## config.mk

```make
export PLATFORM = sky130hd
export DESIGN_NAME = seq_core
export DESIGN_NICKNAME = d
export VERILOG_FILES = /design/src/rtl/seq_pkg.sv /design/src/rtl/seq_stack.sv /design/src/rtl/seq_core.sv
export SDC_FILE = /design/constraint.sdc
export NUM_CORES = 1
export LEC_CHECK = 0
export ABC_AREA = 1
export CAP_MARGIN = 25
export CORE_UTILIZATION = 40
export CTS_BUF_LIST = sky130_fd_sc_hd__clkbuf_8 sky130_fd_sc_hd__clkbuf_16
export CTS_CLUSTER_SIZE = 20
export DETAILED_ROUTE_END_ITERATION = 12
export DONT_BUFFER_PORTS = 1
export GPL_TIMING_DRIVEN = 1
export PLACE_DENSITY = 0.59
export SYNTH_ARGS = -nofsm -noshare
export SYNTH_HDL_FRONTEND = slang
export SYNTH_SLANG_ARGS = --single-unit
export TNS_END_PERCENT = 30
```

## constraint.sdc

```tcl
create_clock -name clk -period 4.1 [get_ports clk]
set_clock_uncertainty 0.2 [all_clocks]
set_input_delay 1.025 -clock clk [delete_from_list [all_inputs] [get_ports clk]]
set_output_delay 1.025 -clock clk [all_outputs]
set_load 0.01 [all_outputs]
```

## src/rtl/seq_pkg.sv

```systemverilog
// Shared definitions for the sequencer core: opcodes, instruction field
// positions, the control state enum and an index range helper.
package seq_pkg;

  localparam logic [7:0] OP_WAIT   = 8'h01;
  localparam logic [7:0] OP_ON     = 8'h02;
  localparam logic [7:0] OP_OFF    = 8'h03;
  localparam logic [7:0] OP_WAITIN = 8'h06;
  localparam logic [7:0] OP_SET    = 8'h11;
  localparam logic [7:0] OP_DEC    = 8'h12;
  localparam logic [7:0] OP_J      = 8'h20;
  localparam logic [7:0] OP_JZ     = 8'h21;
  localparam logic [7:0] OP_JNZ    = 8'h22;
  localparam logic [7:0] OP_JTO    = 8'h23;
  localparam logic [7:0] OP_CALL   = 8'h24;
  localparam logic [7:0] OP_RET    = 8'h25;
  localparam logic [7:0] OP_HALT   = 8'h3F;

  localparam int OPC_LSB = 0;
  localparam int OPC_MSB = 7;
  localparam int IDX_LSB = 8;
  localparam int IDX_MSB = 15;
  localparam int ARG_LSB = 16;
  localparam int ARG_MSB = 31;

  typedef enum logic [1:0] {
    ST_RUN    = 2'd0,
    ST_WAIT_T = 2'd1,
    ST_WAIT_S = 2'd2,
    ST_HALT   = 2'd3
  } state_e;

  function automatic logic idx_ok(input logic [7:0] idx, input int limit);
    return ({24'd0, idx} < 32'(limit));
  endfunction

endpackage

```

## src/rtl/seq_stack.sv

```systemverilog
// Return-address LIFO for CALL/RET. The top entry is visible combinationally
// so RET can load pc in the same edge that pops.
module seq_stack #(
  parameter int DEPTH = 4,
  parameter int WIDTH = 8
) (
  input  logic             clk,
  input  logic             rst_n,
  input  logic             push,
  input  logic             pop,
  input  logic [WIDTH-1:0] din,
  output logic [WIDTH-1:0] dout,
  output logic             full,
  output logic             empty
);

  localparam int CW = $clog2(DEPTH + 1);
  localparam int AW = (DEPTH > 1) ? $clog2(DEPTH) : 1;

  logic [WIDTH-1:0] mem_q [DEPTH];
  logic [CW-1:0]    cnt_q;
  logic [CW-1:0]    cnt_d;
  logic [AW-1:0]    wr_idx;
  logic [AW-1:0]    top_idx;

  assign full    = (cnt_q == CW'(DEPTH));
  assign empty   = (cnt_q == '0);
  assign wr_idx  = AW'(cnt_q);
  assign top_idx = AW'(cnt_q - CW'(1));
  assign dout    = empty ? '0 : mem_q[top_idx];

  always_comb begin
    cnt_d = cnt_q;
    if (push && !full) begin
      cnt_d = cnt_q + CW'(1);
    end else if (pop && !empty) begin
      cnt_d = cnt_q - CW'(1);
    end
  end

  always_ff @(posedge clk) begin
    if (!rst_n) begin
      cnt_q <= '0;
    end else begin
      cnt_q <= cnt_d;
    end
  end

  // Entry contents need no reset; only the count defines what is valid.
  always_ff @(posedge clk) begin
    if (push && !full) begin
      mem_q[wr_idx] <= din;
    end
  end

endmodule

```

## src/rtl/seq_core.sv

```systemverilog
// Small instruction sequencer: drives latched actuators from a program fetched
// at pc, with timed and sensor waits, counters, branches and call/return.
module seq_core
  import seq_pkg::*;
#(
  parameter int REG_NUM     = 4,
  parameter int ACT_NUM     = 4,
  parameter int SENS_NUM    = 4,
  parameter int ADDR_WIDTH  = 8,
  parameter int STACK_DEPTH = 4
) (
  input  logic                  clk,
  input  logic                  rst_n,
  input  logic                  ena,
  input  logic [31:0]           instr,
  input  logic [SENS_NUM-1:0]   sens,
  output logic [ADDR_WIDTH-1:0] pc,
  output logic [ACT_NUM-1:0]    act,
  output logic                  busy,
  output logic                  halted,
  output logic                  err
);

  state_e                state_q, state_d;
  logic [ADDR_WIDTH-1:0] pc_q, pc_d, pc_inc, target;
  logic [ACT_NUM-1:0]    act_q, act_d, act_hit;
  logic [15:0]           timer_q, timer_d;
  logic                  flag_q, flag_d;
  logic                  err_q, err_d;

  logic [7:0]            opc;
  logic [7:0]            idx;
  logic [15:0]           arg;
  logic [SENS_NUM-1:0]   sens_hit;
  logic                  sens_sel;
  logic [15:0]           reg_val [REG_NUM];
  logic [15:0]           reg_sel;
  logic [15:0]           reg_wdata;
  logic                  reg_we;
  logic                  push, pop, stk_full, stk_empty;
  logic [ADDR_WIDTH-1:0] stk_top;
  logic                  fault;

  assign opc    = instr[OPC_MSB:OPC_LSB];
  assign idx    = instr[IDX_MSB:IDX_LSB];
  assign arg    = instr[ARG_MSB:ARG_LSB];
  assign target = arg[ADDR_WIDTH-1:0];
  assign pc_inc = pc_q + ADDR_WIDTH'(1);

  for (genvar gi = 0; gi < ACT_NUM; gi++) begin : g_act_hit
    assign act_hit[gi] = (idx == 8'(gi));
  end

  for (genvar gi = 0; gi < SENS_NUM; gi++) begin : g_sens_hit
    assign sens_hit[gi] = (idx == 8'(gi));
  end
  assign sens_sel = |(sens & sens_hit);

  for (genvar gi = 0; gi < REG_NUM; gi++) begin : g_reg
    logic [15:0] r_q;
    always_ff @(posedge clk) begin
      if (!rst_n) begin
        r_q <= '0;
      end else if (ena && reg_we && (idx == 8'(gi))) begin
        r_q <= reg_wdata;
      end
    end
    assign reg_val[gi] = r_q;
  end

  always_comb begin
    reg_sel = '0;
    for (int i = 0; i < REG_NUM; i++) begin
      if (idx == 8'(i)) begin
        reg_sel = reg_val[i];
      end
    end
  end

  // Operands are range-checked per opcode; a bad one halts before any side effect.
  always_comb begin
    fault = 1'b0;
    case (opc)
      OP_WAIT, OP_J, OP_JTO, OP_HALT: fault = 1'b0;
      OP_ON, OP_OFF:                  fault = !idx_ok(idx, ACT_NUM);
      OP_WAITIN:                      fault = !idx_ok(idx, SENS_NUM);
      OP_SET, OP_DEC, OP_JZ, OP_JNZ:  fault = !idx_ok(idx, REG_NUM);
      OP_CALL:                        fault = stk_full;
      OP_RET:                         fault = stk_empty;
      default:                        fault = 1'b1;
    endcase
  end

  always_comb begin
    state_d   = state_q;
    pc_d      = pc_q;
    act_d     = act_q;
    timer_d   = timer_q;
    flag_d    = flag_q;
    err_d     = err_q;
    reg_we    = 1'b0;
    reg_wdata = arg;
    push      = 1'b0;
    pop       = 1'b0;

    unique case (state_q)
      ST_RUN: begin
        if (fault) begin
          err_d   = 1'b1;
          state_d = ST_HALT;
        end else begin
          pc_d = pc_inc;
          case (opc)
            OP_WAIT: begin
              // The decode edge counts as the first of N+1 edges.
              if (arg != 16'd0) begin
                pc_d    = pc_q;
                timer_d = arg - 16'd1;
                state_d = ST_WAIT_T;
              end
            end
            OP_ON:  act_d = act_q | act_hit;
            OP_OFF: act_d = act_q & ~act_hit;
            OP_WAITIN: begin
              if (sens_sel) begin
                flag_d = 1'b0;
              end else if (arg < 16'd2) begin
                flag_d = 1'b1;
              end else begin
                pc_d    = pc_q;
                timer_d = arg - 16'd2;
                state_d = ST_WAIT_S;
              end
            end
            OP_SET: begin
              reg_we    = 1'b1;
              reg_wdata = arg;
            end
            OP_DEC: begin
              reg_we    = 1'b1;
              reg_wdata = reg_sel - 16'd1;
            end
            OP_J:   pc_d = target;
            OP_JZ:  pc_d = (reg_sel == 16'd0) ? target : pc_inc;
            OP_JNZ: pc_d = (reg_sel != 16'd0) ? target : pc_inc;
            OP_JTO: pc_d = flag_q ? target : pc_inc;
            OP_CALL: begin
              push = 1'b1;
              pc_d = target;
            end
            OP_RET: begin
              pop  = 1'b1;
              pc_d = stk_top;
            end
            OP_HALT: begin
              pc_d    = pc_q;
              state_d = ST_HALT;
            end
            default: pc_d = pc_q;
          endcase
        end
      end
      ST_WAIT_T: begin
        if (timer_q == 16'd0) begin
          pc_d    = pc_inc;
          state_d = ST_RUN;
        end else begin
          timer_d = timer_q - 16'd1;
        end
      end
      ST_WAIT_S: begin
        // pc is held, so instr still carries the WAITIN sensor index.
        if (sens_sel) begin
          flag_d  = 1'b0;
          pc_d    = pc_inc;
          state_d = ST_RUN;
        end else if (timer_q == 16'd0) begin
          flag_d  = 1'b1;
          pc_d    = pc_inc;
          state_d = ST_RUN;
        end else begin
          timer_d = timer_q - 16'd1;
        end
      end
      ST_HALT: begin
        state_d = ST_HALT;
      end
    endcase
  end

  always_ff @(posedge clk) begin
    if (!rst_n) begin
      state_q <= ST_RUN;
      pc_q    <= '0;
      act_q   <= '0;
      timer_q <= '0;
      flag_q  <= 1'b0;
      err_q   <= 1'b0;
    end else if (ena) begin
      state_q <= state_d;
      pc_q    <= pc_d;
      act_q   <= act_d;
      timer_q <= timer_d;
      flag_q  <= flag_d;
      err_q   <= err_d;
    end
  end

  seq_stack #(
    .DEPTH (STACK_DEPTH),
    .WIDTH (ADDR_WIDTH)
  ) u_stack (
    .clk   (clk),
    .rst_n (rst_n),
    .push  (push & ena),
    .pop   (pop & ena),
    .din   (pc_inc),
    .dout  (stk_top),
    .full  (stk_full),
    .empty (stk_empty)
  );

  assign pc     = pc_q;
  assign act    = act_q;
  assign busy   = (state_q == ST_WAIT_T) || (state_q == ST_WAIT_S);
  assign halted = (state_q == ST_HALT);
  assign err    = err_q;

endmodule

```

# Word-level counts from Yosys, hierarchy flattened
# Memory sizes are Yosys's and may differ from the RTL's.
# Index checks and enable logic that the tools add are counted.
[op_classes] addsub=7 n_lt_le_gt_ge=2 eq_ne=36 mux=57 n_bitwise=7 n_reduce_logical=34
[ops] operator="2-to-1 mux 16 bit" n=13
[ops] operator="2-to-1 mux 8 bit" n=10
[ops] operator="case mux 8 bit (8 select lines)" n=1
[ops] operator="== test 8 x 6 -> 1 bit, second input constant" n=7
[ops] operator="case mux 16 bit (3 select lines)" n=1
[ops] operator="subtractor 16 x 1 -> 16 bit, second input constant" n=3
[ops] operator="== test 8 x 2 -> 1 bit, second input constant" n=4
[ops] operator="logical NOT 16 bit" n=2
[ops] operator="case mux 16 bit (2 select lines)" n=1
[ops] operator="nonzero test 16 bit" n=2
[ops] operator="case mux 8 bit (3 select lines)" n=1
[ops] operator="inequality test 3 bit, second input constant" n=6
[ops] operator="2-to-1 mux 1 bit" n=17
[ops] operator="== test 8 x 1 -> 1 bit, second input constant" n=2
[ops] operator="== test 8 x 5 -> 1 bit, second input constant" n=2
[ops] operator="< comparator 16 x 2 -> 1 bit, second input constant" n=1
[ops] operator="inequality test 4 bit, second input constant" n=4
[ops] operator="subtractor 16 x 2 -> 16 bit, second input constant" n=1
[ops] operator="2-to-1 mux 2 bit" n=6
[ops] operator="AND reduction 6 bit" n=2
[ops] operator="OR reduction 4 bit" n=3
[ops] operator="inequality test 9 x 3 -> 1 bit, second input constant" n=1
[ops] operator="adder 8 x 1 -> 8 bit, second input constant" n=1
[ops] operator="AND 4 bit" n=2
[ops] operator="other kinds (35)" n=50
[totals] regBits=99 ramBits=32 input_bits=39 out_inout_bits=15 elab_cells=155 mem_count=1
[memory_table] memory="u_stack.mem_q" depth=4 width=8 read_ports=1 rd_clocked_by_memory_dff=0 wr=1 line="seq_stack.sv:20" rtl="logic [WIDTH-1:0] mem_q [DEPTH];"

# Depth between registers and ports, before layout
# Gate-level depths: netlist (run 1).
[depth] ltp_word=10 ltp_mapped=24 depth_no_buf=23

# Modules after synthesis
# Synthesis (run 1) repeated with hierarchy kept, for this count alone.
[hier_totals] hier_cells=1212 hier_area_um2=8703.3
[modules_own_cells] mod="seq_core" instances=1 cells_per_inst=1071 area_per_inst_um2=7140.6 seq_area_each_um2=1921.8
[modules_own_cells] mod="seq_stack" instances=1 cells_per_inst=141 area_per_inst_um2=1562.7 seq_area_each_um2=1021.0

# Least setup slack after synthesis (run 1)
# Ideal clock, no wire load.
[synth_path] kind="input to register" from="input instr[13]" to="register pc_q[4], in the netlist pc[4]" setup_time_ns=0.132 arrival_time_ns=2.954 required_ns=3.768 path_slack_ns=0.814 cell_stages=23 path_buffers=2 path_cell_list="nor2_1 nand2_2 nor2_2 buf_6 nand2_1 nand2_1 a21oi_1 o21ai_0 inv_1 ha_1 inv_1 nor2_1 nand2_1 nor2_1 nand2_1 buf_2 nand2_1 nand3_1 nand3_1 nand2_1 nand2_1 nand2_1 a21oi_1"
[synth_between] elab_chain_cells=10
[synth_rtl] element="from (decl)" line="seq_core.sv:15" rtl="input logic [31:0] instr,"
[synth_rtl] element="logical NOT 8 bit" line="seq_core.sv:55, seq_core.sv:74"
[synth_rtl] element="2-to-1 mux 16 bit (4 in series)" line="seq_core.sv:74" rtl="if (idx == 8'(i)) begin"
[synth_rtl] element="nonzero test 16 bit or logical NOT 16 bit (tied branches)" line="seq_core.sv:145, seq_core.sv:144"
[synth_rtl] element="2-to-1 mux 8 bit (on tied branches)" line="seq_core.sv:145, seq_core.sv:144"
[synth_rtl] element="case mux 8 bit (8 select lines)" line="seq_core.sv:113" rtl="case (opc)"
[synth_rtl] element="2-to-1 mux 8 bit" line="seq_core.sv:108" rtl="if (fault) begin"
[synth_rtl] element="case mux 8 bit (3 select lines)" line="seq_core.sv:106" rtl="unique case (state_q)"
[synth_rtl] element="to (signal assigned)" line="seq_core.sv:201" rtl="pc_q <= pc_d;"
[synth_rtl] element="to (decl)" line="seq_core.sv:25" rtl="logic [ADDR_WIDTH-1:0] pc_q, pc_d, pc_inc, target;"
# Parallel ways exist; a longest one is shown, timed or not. The select of a mux whose other input is x is not followed.
# A chain may end at the register's enable or synchronous reset.

# Worst setup path after layout (run 1)
[layout_path] from="input instr[13]" to="register pc_q[7], in the netlist pc[7]"
# The elaborated chain is that of the path after synthesis.

==> results by group, run 1 <==
Route
  – Post-DRT Antenna Nets: 0
  – Vias: 8104
  – Final wirelength: 24990 microns
  – DRC: 0
  – Routed vias/inst: 5.435
  – DR iter-0 viols: 738
  – Post-DR wirelength/cell: 16.76 microns
  – First-pass DRT Iterations: 5

Global route
  – First-pass GRT wire length: 40130 microns
  – Vias in the first global route: 7544
  – Global-route usage over all layers: 24.05%
  – GRT overflow: 0
  – Initial antenna violation count: 0
  – Largest net degree at the start of global routing: 73

Min path
  – Hold_sp: g_reg[3].r_q[1]
  – Worst Hold Class: flip-flop to flip-flop
  – Hold depth: 2
  – Hold EP: g_reg[3].r_q[1]

Clock network
  – CTS H-tree depth: 4
  – Clock tree buffer depth: 2
  – CTS tree: yes
  – Post CTS Setup Buffer Count: 0
  – CTS root buf: clkbuf_16
  – Clock Latency Late Sink: 0.43 ns
  – Worst-path clk slew: 0.07 ns
  – Post-CTS Resized: 0
  – Num CTS Buffers: 17
  – Num Clock Sinks: 131
  – Hold Buf Count CTS: 0

Final layout
  – P&R area growth vs syn: 11.62%
  – Total Nets Final: 1265
  – Share of layout cells above drive strength 1: 8.436%
  – N_diodes: 0
  – Final instance area: 0.009254 sq mm
  – Layout fillers: 2089

Critical path
  – Reg2Reg Setup Slack: 0.82 ns
  – Critical path peak fanout: 34
  – Worst setup EP type: flip-flop
  – R2r worst-path depth: 15
  – Critical path required time: 4.22 ns
  – Critical path class: primary input to flip-flop
  – Critical path launch point type: primary input
  – RR Endpoint: g_reg[2].r_q[5]
  – Crit path largest cell delay: 0.45 ns
  – CP cell instances: nor2_1, nand2_2, inv_2, buf_4, nand3_1, nand4_1, nor2_1, nand2_1, nor2_1, nand2_1, o211ai_1, nand3_1, nand3_1, a21oi_1
  – R2r startpoint: u_stack.cnt_q[0]
  – Critical path arrival: 3.62 ns
  – Critical path's slowest cell: nand2_1

Power
  – Pwr Density: 386.0 mW/mm^2
  – Static Leak: 0.003978 uW
  – Total power: 3572 uW
  – VDD IR-drop max: 0.2984 mV

Synthesis
  – Syn. warnings: 0
  – Synth top area share: 23.91%
  – Mapped cell area: 0.008290 sq mm
  – Post-synth top area cell: dfxtp_1
  – Gate Count Post-Synth: 1212
  – Flops & latches, synth: 131
  – Syn avg cell area: 6.840 sq um
  – Mapped Nets: 1269
  – List of most frequent post-synthesis cells: 244 x nand2_1, 126 x inv_1, 124 x a21oi_1
  – Cell with the most instances after synthesis: nand2_1
  – Asr flop ratio synth: 0%
  – Post-synth top flop: dfxtp_1
  – Synth cell types: 53
  – Post-synth EDFFs: 32
  – Top cells by area, synth: dfxtp_1 24%, edfxtp_1 12%, nand2_1 11%, a21oi_1 7.5%, nand3_1 6.8%
  – Sequential cell area fraction in the yosys report: 35.50%

Placed design
  – Placed Area: 0.008602 sq mm
  – PortBufs: 0
  – Routability cong.: 0.8658
  – Hpwl dp: 18020 microns

Die
  – Die W: 146.0 microns
  – Die Y: 146.0 microns
  – Num rows: 52
  – I/O pin total: 54
  – Starting density of the core: 40.84%
  – Core region area: 0.02030 sq mm
  – Die ar.: 0.02131 sq mm

Timing
  – FMAX: 286.1 MHz
  – Sum Neg Setup Slack: 0 ns
  – RSZ-0062 raised after global routing: false
  – Final hold vios: 0
  – Max-slew headroom: 45.71%
  – Worst Tran Pin Value: 0.8116 ns
  – Fin. max-slew vios: 0
  – Tmin final: 3.495 ns
  – Final setup fails: 0
  – Crit share post-route: 85.26%

Outcome
  – Outcome: finished clean

Job
  – MaxCap Viol Count: 0
## flip-flops by register name (all words and copies together), names as in the netlist, named ones only
name and cells:
err 1, flag_q 1, g.r_q 64, pc 8, state_q 2, timer_q 16, u_stack.cnt_q 3, u_stack.mem_q 32
## worst max-delay path by stage
stage / startpoint / to / cells after the start
2_1_floorplan: instr[13] / pc[4] / 23
3_3_place_gp: instr[13] / pc[7] / 14
3_5_place_dp: instr[13] / pc[1] / 23
4_1_cts: instr[13] / pc[1] / 23
5_1_grt: instr[15] / pc[3] / 23
6_report: instr[13] / pc[7] / 14
## placed cells by master (no fill, tap or decap), types with 4 or more instances in the layout
master	instances
a21oi_1	124
a22oi_1	6
a31oi_1	4
buf_4	27
bufinv_16	4
clkbuf_16	17
dfxtp_1	99
edfxtp_1	32
ha_1	18
inv_1	126
inv_2	5
inv_6	5
nand2_1	244
nand2_2	6
nand3_1	112
nand4_1	25
nor2_1	111
nor2_2	13
nor3_1	16
o211ai_1	10
o21a_1	17
o21ai_0	100
o21ai_1	17
o21ai_2	5
o22ai_1	10
xor2_1	21
## through the flow
step           setup slack, ns  util [%]  hold WS, ns  instances
4_1_cts                 0.6551     45.59       0.2602       1491
3_5_place_dp            0.2155     42.38       0.2496       1459
3_3_place_gp            0.3078     42.38       0.2502       1459
6_report                0.6045     45.59       0.2655       1491
2_1_floorplan           0.8135         -       0.2216       1212
5_1_grt                 0.2273     45.59       0.2656       1491
## report_power, final
group          total, uW  internal (uW)  switching [uW]
combinational        499            154             345
sequential          1360           1340            21.6
clock               1710           1060             657
total               3570           2550            1020
## routing by layer
| metal | wire length [microns] | GRT usage, % |
|---|---|---|
| met5 | 0 | 0 |
| met4 | 841 | 10.16 |
| met3 | 1503 | 5.455 |
| met2 | 11130 | 38.40 |
| met1 | 11520 | 31.19 |
## cell type report
cell class / count / area, sq um / area share, %
Clock buffer: 18 / 439.2 / 4.746
Clock inverter: 14 / 212.7 / 2.299
Inverter: 132 / 495.5 / 5.354
Multi-Input combinational cell: 898 / 4603 / 49.74
Sequential cell: 131 / 2943 / 31.80
Tap cell: 270 / 337.8 / 3.651
Timing Repair Buffer: 28 / 222.7 / 2.407
## cells by family after synthesis
| family | Yosys count | synth area share (%) |
|---|---|---|
| compound gates | 307 | 20.53 |
| xor+xnor | 23 | 2.430 |
| fa+ha+maj | 18 | 2.717 |
| buf+inv | 183 | 9.010 |
| flops | 131 | 35.50 |
| mux | 2 | 0.2415 |
| simple gates | 548 | 29.58 |
## worst max-delay path: cells and delay by family
family / cells / cell delay [ns]
AO/OA/AOI/OAI: 2 / 0.43
buffers and inverters: 2 / 0.36
AND/OR/NAND/NOR: 10 / 1.78
(Power assumes the default switching activity.)
==> run 2: changes to the inputs <==
Settings changed: ABC_AREA 1 to default, HOLD_SLACK_MARGIN from default to 0.02.
==> run 2 against run 1 <==
  * Wire length down 6.6%
  * Critical endpoint is now pc[1]
  * Non-clock buffer count up 19
  * Clock power decreased by 15%
  * Highest routed layer unchanged
  * Total power fell by 9.3%
  * Combinational power down 16%
  * Largest cell class unchanged
==> results by group, run 2 <==
Synthesis
  – Asr flop ratio synth: 0% (unchanged)
  – Synth cell types: 77 (was 53)
  – Sequential cell area fraction in the yosys report: 36.72% (was 35.50%)
  – Largest family of logic cells by synthesized area: simple AND/OR/NAND/NOR gates (unchanged)
  – Top cells by area, synth: dfxtp_1 25%, edfxtp_1 12%, nand2_1 5.5%, mux4_2 5.3%, a21oi_1 4.6% (was dfxtp_1 24%, edfxtp_1 12%, nand2_1 11%, a21oi_1 7.5%, nand3_1 6.8%)
  – Post-synth top flop: dfxtp_1 (unchanged)
  – Post-synth top area cell: dfxtp_1 (unchanged)
  – Post-synth EDFFs: 32 (unchanged)
  – Post-synthesis adder-cell area fraction: 2.935% (was 2.717%)
  – Mapped Nets: 1003 (was 1269)
  – List of most frequent post-synthesis cells: 117 x nand2_1, 99 x dfxtp_1, 95 x nor2_1 (was 244 x nand2_1, 126 x inv_1, 124 x a21oi_1)
  – Mapped cell area: 0.008015 sq mm (was 0.008290 sq mm)
  – Syn avg cell area: 8.473 sq um (was 6.840 sq um)
  – Gate Count Post-Synth: 946 (was 1212)
  – Synth top area share: 24.73% (was 23.91%)
  – Multiplexer share of the synthesized area: 9.007% (was 0.2415%)
  – Syn. warnings: 0 (unchanged)
  – Cell with the most instances after synthesis: nand2_1 (unchanged)
  – Synth Area in Compound Gates: 21.03% (was 20.53%)
  – Synth Area in Simple Gates: 23.13% (was 29.58%)
  – Xor and xnor fraction of the mapped netlist area: 2.841% (was 2.430%)
  – Flops & latches, synth: 131 (unchanged)

Power
  – VDD IR-drop max: 0.2777 mV (was 0.2984 mV)
  – Static Leak: 0.003179 uW (was 0.003978 uW)
  – Pwr Density: 356.9 mW/mm^2 (was 386.0 mW/mm^2)

Clock network
  – Num CTS Buffers: 17 (unchanged)
  – Post-CTS Resized: 0 (unchanged)
  – Post CTS Setup Buffer Count: 0 (unchanged)
  – CTS root buf: clkbuf_16 (unchanged)
  – CTS H-tree depth: 4 (unchanged)
  – Hold Buf Count CTS: 0 (unchanged)
  – Clock Latency Late Sink: 0.43 ns (about the same)
  – CTS tree: yes (unchanged)
  – Worst-path clk slew: 0.06 ns (was 0.07 ns)
  – Clock tree buffer depth: 2 (unchanged)
  – Num Clock Sinks: 131 (unchanged)

Job
  – MaxCap Viol Count: 0 (unchanged)

Global route
  – Global-route usage over all layers: 23.74% (was 24.05%)
  – GRT overflow: 0 (unchanged)
  – First-pass GRT wire length: 37190 microns (was 40130 microns)
  – Largest net degree at the start of global routing: 59 (was 73)
  – Vias in the first global route: 6673 (was 7544)
  – Initial antenna violation count: 0 (unchanged)

Critical path
  – Critical path required time: 4.20 ns (was 4.22 ns)
  – Critical path launch point type: primary input (unchanged)
  – Critical path's slowest cell: or4_4 (was nand2_1)
  – Worst setup EP type: flip-flop (unchanged)
  – Crit path largest cell delay: 0.52 ns (was 0.45 ns)
  – Critical path class: primary input to flip-flop (unchanged)
  – Critical path peak fanout: 34 (unchanged)
  – CP cell instances: mux4_2, or2_2, or4_4, o31a_1, o311ai_1, buf_4, a21oi_1, a221oi_1, a211oi_1 (was nor2_1, nand2_2, inv_2, buf_4, nand3_1, nand4_1, nor2_1, nand2_1, nor2_1, nand2_1, o211ai_1, nand3_1, nand3_1, a21oi_1)
  – Critical path arrival: 3.78 ns (was 3.62 ns)

Final layout
  – Largest registers: g.r_q x64, u_stack.mem_q x32, timer_q x16 (unchanged)
  – Leading cell type in the layout, fill and taps excluded: nand2_1 (unchanged)
  – Share of layout cells above drive strength 1: 13.78% (was 8.436%)
  – P&R area growth vs syn: 13.28% (was 11.62%)
  – Commonest cells after routing, fill and taps aside: 117 x nand2_1, 99 x dfxtp_1, 95 x nor2_1, 74 x a21oi_1, 52 x o21ai_0 (was 244 x nand2_1, 126 x inv_1, 124 x a21oi_1, 112 x nand3_1, 111 x nor2_1)
  – Layout fillers: 1925 (was 2089)
  – Total Nets Final: 1009 (was 1265)
  – Largest reg by FF count: g.r_q (unchanged)
  – N_diodes: 0 (unchanged)
  – Fin util: 46.50% (was 45.59%)
  – Max reg flops: 64 (unchanged)

Route
  – DR iter-0 viols: 567 (was 738)
  – Post-DRT Antenna Nets: 0 (unchanged)
  – DRC: 0 (unchanged)
  – Routed vias/inst: 5.885 (was 5.435)
  – Vias: 7238 (was 8104)
  – First-pass DRT Iterations: 5 (unchanged)
  – Post-DR wirelength/cell: 18.97 microns (was 16.76 microns)
  – Final wirelength: 23340 microns (was 24990 microns)

Timing
  – FMAX: 272.4 MHz (was 286.1 MHz)
  – Final hold vios: 0 (unchanged)
  – RSZ-0062 raised after global routing: false (unchanged)
  – Final setup margin: 0.4283 ns (was 0.6045 ns)
  – Worst Tran Pin Value: 0.8126 ns (was 0.8116 ns)
  – Tmin final: 3.672 ns (was 3.495 ns)
  – Fin. max-slew vios: 0 (unchanged)
  – Crit share post-route: 89.55% (was 85.26%)
  – Max-slew headroom: 45.36% (was 45.71%)
  – Final setup fails: 0 (unchanged)

Die
  – I/O pin total: 54 (unchanged)
  – Core region area: 0.01953 sq mm (was 0.02030 sq mm)
  – Die W: 143.6 microns (was 146.0 microns)
  – Starting density of the core: 41.05% (was 40.84%)
  – Die ar.: 0.02061 sq mm (was 0.02131 sq mm)
  – Num rows: 51 (was 52)
  – Die Y: 143.6 microns (was 146.0 microns)

Placed design
  – Routability cong.: 0.8512 (was 0.8658)
  – Hpwl dp: 16790 microns (was 18020 microns)
  – Place WS: 0.006241 ns (was 0.2155 ns)
  – PortBufs: 0 (unchanged)

Min path
  – Worst Hold Class: flip-flop to flip-flop (unchanged)

Outcome
  – Outcome: finished clean (unchanged)
-- run 2: cell count changes in the layout (fill, tap and decap cells not counted), sizes merged, moves of 20 or more --
cell   change
o21ai     -69
inv      -106
nand2    -134
nor2      -32
nor3      +20
nand4     -20
nand3     -93
a21oi     -50
-- run 2: logic make-up (layout without fill, tap and decap cells) --
| kind of cell | count (synthesis) | count (layout) |
|---|---|---|
| and+or+nand+nor | 378 | 378 |
| muxes | 47 | 47 |
| DFF | 131 | 131 |
| xor gates and xnor gates | 26 | 26 |
| AOI/OAI and AO/OA | 258 | 258 |
| adders and majority gates | 19 | 19 |
| buffers and inverters | 87 | 106 |
-- run 2: per-stage QoR --
| step | hold slack (ns) | instance area (sq um) | setup TNS [ns] | power, uW | cells |
|---|---|---|---|---|---|
| 2_1_floorplan | 0.2304 | 8021 | -0.05717 | 1718 | 946 |
| 3_3_place_gp | 0.2402 | 8517 | 0 | 1800 | 1198 |
| 3_5_place_dp | 0.2480 | 8517 | 0 | 1799 | 1198 |
| 4_1_cts | 0.2553 | 9080 | 0 | 3257 | 1230 |
| 5_1_grt | 0.2789 | 9080 | 0 | 3367 | 1230 |
| 6_report | 0.2534 | 9080 | 0 | 3241 | 1230 |
-- run 2: final cells by class --
cell class | instances | area (sq um) | area share, %
inverter | 27 | 101.3 | 1.116
multi-input combinational | 728 | 4738 | 52.18
clock buffer | 19 | 464.2 | 5.112
tap | 265 | 331.6 | 3.652
timing repair buffer | 47 | 402.9 | 4.437
sequential | 131 | 2943 | 32.41
clock inverter | 13 | 98.84 | 1.089
-- run 2: power by group --
| part | switching, uW | total [uW] | internal, uW |
|---|---|---|---|
| sequential | 20.2 | 1360 | 1340 |
| combinational | 267 | 421 | 154 |
| clock | 630 | 1460 | 832 |
| total | 918 | 3240 | 2320 |
-- run 2: routing by layer --
layer	track usage, %	up-vias	part of all wire [%]
met5	0	-	0
met4	7.559	0	2.0
met3	4.798	33	5.4
met2	37.56	212	46
met1	32.32	3475	46
li1	-	3518	-
-- run 2: path summary, 6_finish.rpt --
path	start	endpoint	slack [ns]	cells after the start
worst max-delay path	instr[9]	pc[1]	0.43	9
worst min-delay path	g_reg[2].r_q[0]	g_reg[2].r_q[0]	0.25	2
worst min register to register	g_reg[2].r_q[0]	g_reg[2].r_q[0]	0.25	2
worst max register to register	u_stack.cnt_q[1]	timer_q[6]	0.64	13
-- run 2: worst max-delay path: cells and delay by family --
kind            cells  cell delay [ns]
compound gates      5             1.24
buf+inv             1             0.19
mux                 1             0.48
simple gates        2             0.83
==> run 3: changes to the inputs <==
==> constraint.sdc (replaced) <==
create_clock -name clk -period 4.1 [get_ports clk]
set_clock_uncertainty 0.2 [all_clocks]
set_input_delay 1.23 -clock clk [delete_from_list [all_inputs] [get_ports clk]]
set_output_delay 1.23 -clock clk [all_outputs]
set_load 0.01 [all_outputs]
==> run 3 against run 2 <==
  * Global-route usage up 0.58 points
  * First-iteration DRC count is 29% higher
  * Critical path depth down 1
  * Fmax is 5.4% lower
  * Via count increased by 1.4%
  * Utilization grew 1.1 points
  * Wire length grew 0.68%
  * Design area rose by 2.5%
  * Sequential power hardly changed
  * Combinational power increased by 2%
  * Largest power group unchanged
  * Count of clock-buffer cells in the layout decreased by 2
  * Non-clock buffer count increased by 22
==> results by group, run 3 (synthesis results as in run 2) <==
Route
  – Post-DRT Antenna Nets: 0 (unchanged)
  – First-pass DRT Iterations: 5 (unchanged)
  – Routed vias/inst: 5.861 (was 5.885)
  – Vias: 7338 (was 7238)
  – Post-DR wirelength/cell: 18.77 microns (was 18.97 microns)
  – DR iter-0 viols: 731 (was 567)
  – DRC: 0 (unchanged)
  – Final wirelength: 23500 microns (was 23340 microns)

Min path
  – Hold_sp: g_reg[2].r_q[2] (was g_reg[2].r_q[0])
  – Worst Hold Class: flip-flop to flip-flop (unchanged)
  – Hold EP: g_reg[2].r_q[2] (was g_reg[2].r_q[0])
  – Hold depth: 2 (unchanged)

Critical path
  – R2r startpoint: u_stack.cnt_q[1] (unchanged)
  – Critical path class: primary input to flip-flop (unchanged)
  – Worst setup EP type: flip-flop (unchanged)
  – CP Launch Point: instr[9] (unchanged)
  – Critical path required time: 4.20 ns (about the same)
  – Critical path arrival: 3.98 ns (was 3.78 ns)
  – Critical path peak fanout: 34 (unchanged)
  – RR Endpoint: timer_q[9] (was timer_q[6])
  – Critical path launch point type: primary input (unchanged)
  – Reg2Reg Setup Slack: 0.63 ns (was 0.64 ns)
  – R2r worst-path depth: 13 (unchanged)

Die
  – Starting density of the core: 41.05% (unchanged)
  – I/O pin total: 54 (unchanged)
  – Die W: 143.6 microns (unchanged)
  – Die ar.: 0.02061 sq mm (unchanged)
  – Num rows: 51 (unchanged)
  – Die Y: 143.6 microns (unchanged)
  – Core region area: 0.01953 sq mm (unchanged)

Power
  – Total power: 3287 uW (was 3241 uW)
  – Static Leak: 0.003327 uW (was 0.003179 uW)
  – VDD IR-drop max: 0.2997 mV (was 0.2777 mV)
  – Pwr Density: 353.4 mW/mm^2 (was 356.9 mW/mm^2)

Final layout
  – Layout fillers: 1927 (was 1925)
  – P&R area growth vs syn: 16.06% (was 13.28%)
  – Total Nets Final: 1031 (was 1009)
  – Share of layout cells above drive strength 1: 15.81% (was 13.78%)
  – Largest registers: g.r_q x64, u_stack.mem_q x32, timer_q x16 (unchanged)
  – Area occupied by registers: 0.002943 sq mm (unchanged)
  – Multi-input gate area: 0.004753 sq mm (was 0.004738 sq mm)
  – Commonest cells after routing, fill and taps aside: 117 x nand2_1, 99 x dfxtp_1, 95 x nor2_1, 74 x a21oi_1, 62 x buf_4 (was 117 x nand2_1, 99 x dfxtp_1, 95 x nor2_1, 74 x a21oi_1, 52 x o21ai_0)
  – Max reg flops: 64 (unchanged)
  – N_diodes: 0 (unchanged)
  – Fin util: 47.64% (was 46.50%)
  – Largest reg by FF count: g.r_q (unchanged)
  – Leading cell type in the layout, fill and taps excluded: nand2_1 (unchanged)

Global route
  – GRT overflow: 0 (unchanged)
  – Vias in the first global route: 7050 (was 6673)
  – Largest net degree at the start of global routing: 59 (unchanged)
  – First-pass GRT wire length: 38300 microns (was 37190 microns)
  – Global-route usage over all layers: 24.31% (was 23.74%)
  – Initial antenna violation count: 0 (unchanged)

Placed design
  – PortBufs: 0 (unchanged)
  – Routability cong.: 0.8692 (was 0.8512)
  – Hpwl dp: 16830 microns (was 16790 microns)
  – Place WS: -0.1344 ns (was 0.006241 ns)

Clock network
  – Post CTS Setup Buffer Count: 0 (unchanged)
  – Post-CTS Resized: 0 (unchanged)
  – CTS tree: yes (unchanged)
  – Num CTS Buffers: 17 (unchanged)
  – Clock tree buffer depth: 2 (unchanged)
  – Num Clock Sinks: 131 (unchanged)
  – Clock Latency Late Sink: 0.42 ns (was 0.43 ns)
  – CTS H-tree depth: 4 (unchanged)
  – Worst-path clk slew: 0.06 ns (about the same)
  – CTS root buf: clkbuf_16 (unchanged)
  – Hold Buf Count CTS: 0 (unchanged)

Timing
  – Final setup margin: 0.2204 ns (was 0.4283 ns)
  – Fin. max-slew vios: 0 (unchanged)
  – Crit share post-route: 94.63% (was 89.55%)
  – Worst Tran Pin Value: 0.7294 ns (was 0.8126 ns)
  – Final hold vios: 0 (unchanged)
  – RSZ-0062 raised after global routing: false (unchanged)
  – FMAX: 257.8 MHz (was 272.4 MHz)
  – Max-slew headroom: 51.02% (was 45.36%)
  – Min Hold Slack: 0.2530 ns (was 0.2534 ns)
  – Tmin final: 3.880 ns (was 3.672 ns)
  – Final setup fails: 0 (unchanged)

Job
  – MaxCap Viol Count: 0 (unchanged)

Outcome
  – Outcome: finished clean (unchanged)
==> run 3: worst max-delay path by stage <==
stage | slack (ns) | to
after floorplan | -0.08 | pc[5]
after global placement | -0.11 | pc[1]
after detailed placement | -0.13 | pc[1]
after CTS | 0.31 | pc[1]
after global routing | 0.17 | pc[1]
final | 0.22 | pc[1]
==> run 3: layer usage <==
layer / share of wire [%] / global-route usage (%) / routed length [microns]
met1: 47 / 32.64 / 10980
met2: 46 / 39.40 / 10880
met3: 5.6 / 5.165 / 1320
met4: 1.4 / 6.551 / 319
met5: 0 / 0 / 0
==> run 3: report_power, final <==
part	leakage, uW	switching, uW	internal, uW	total (uW)
Sequential	0.00109	20.5	1340	1360
Clock	0.000285	648	851	1500
Combinational	0.00195	269	161	430
==> run 3: layout make-up <==
class                           count  area share [%]
Inverter                           27           1.089
Tap cell                          265           3.564
Multi-Input combinational cell    728           51.10
Clock buffer                       17           4.573
Timing Repair Buffer               69           6.510
Clock inverter                     15           1.533
Sequential cell                   131           31.63
==> run 3: stage by stage <==
| step | cell area [sq um] | instances | TNS (ns) |
|---|---|---|---|
| floorplan | 8048 | 946 | -0.3887 |
| global placement | 8735 | 1220 | -0.3923 |
| detailed placement | 8735 | 1220 | -0.4890 |
| CTS | 9303 | 1252 | 0 |
| global route | 9303 | 1252 | 0 |
| finish | 9303 | 1252 | 0 |
==> run 3: worst max-delay path, cell delays in order <==
cell      delay [ns]
mux4_2          0.49
or2_4           0.26
or4_4           0.53
o31a_1          0.33
o311ai_1        0.50
a21oi_1         0.19
a221oi_1        0.31
a211oi_1        0.11
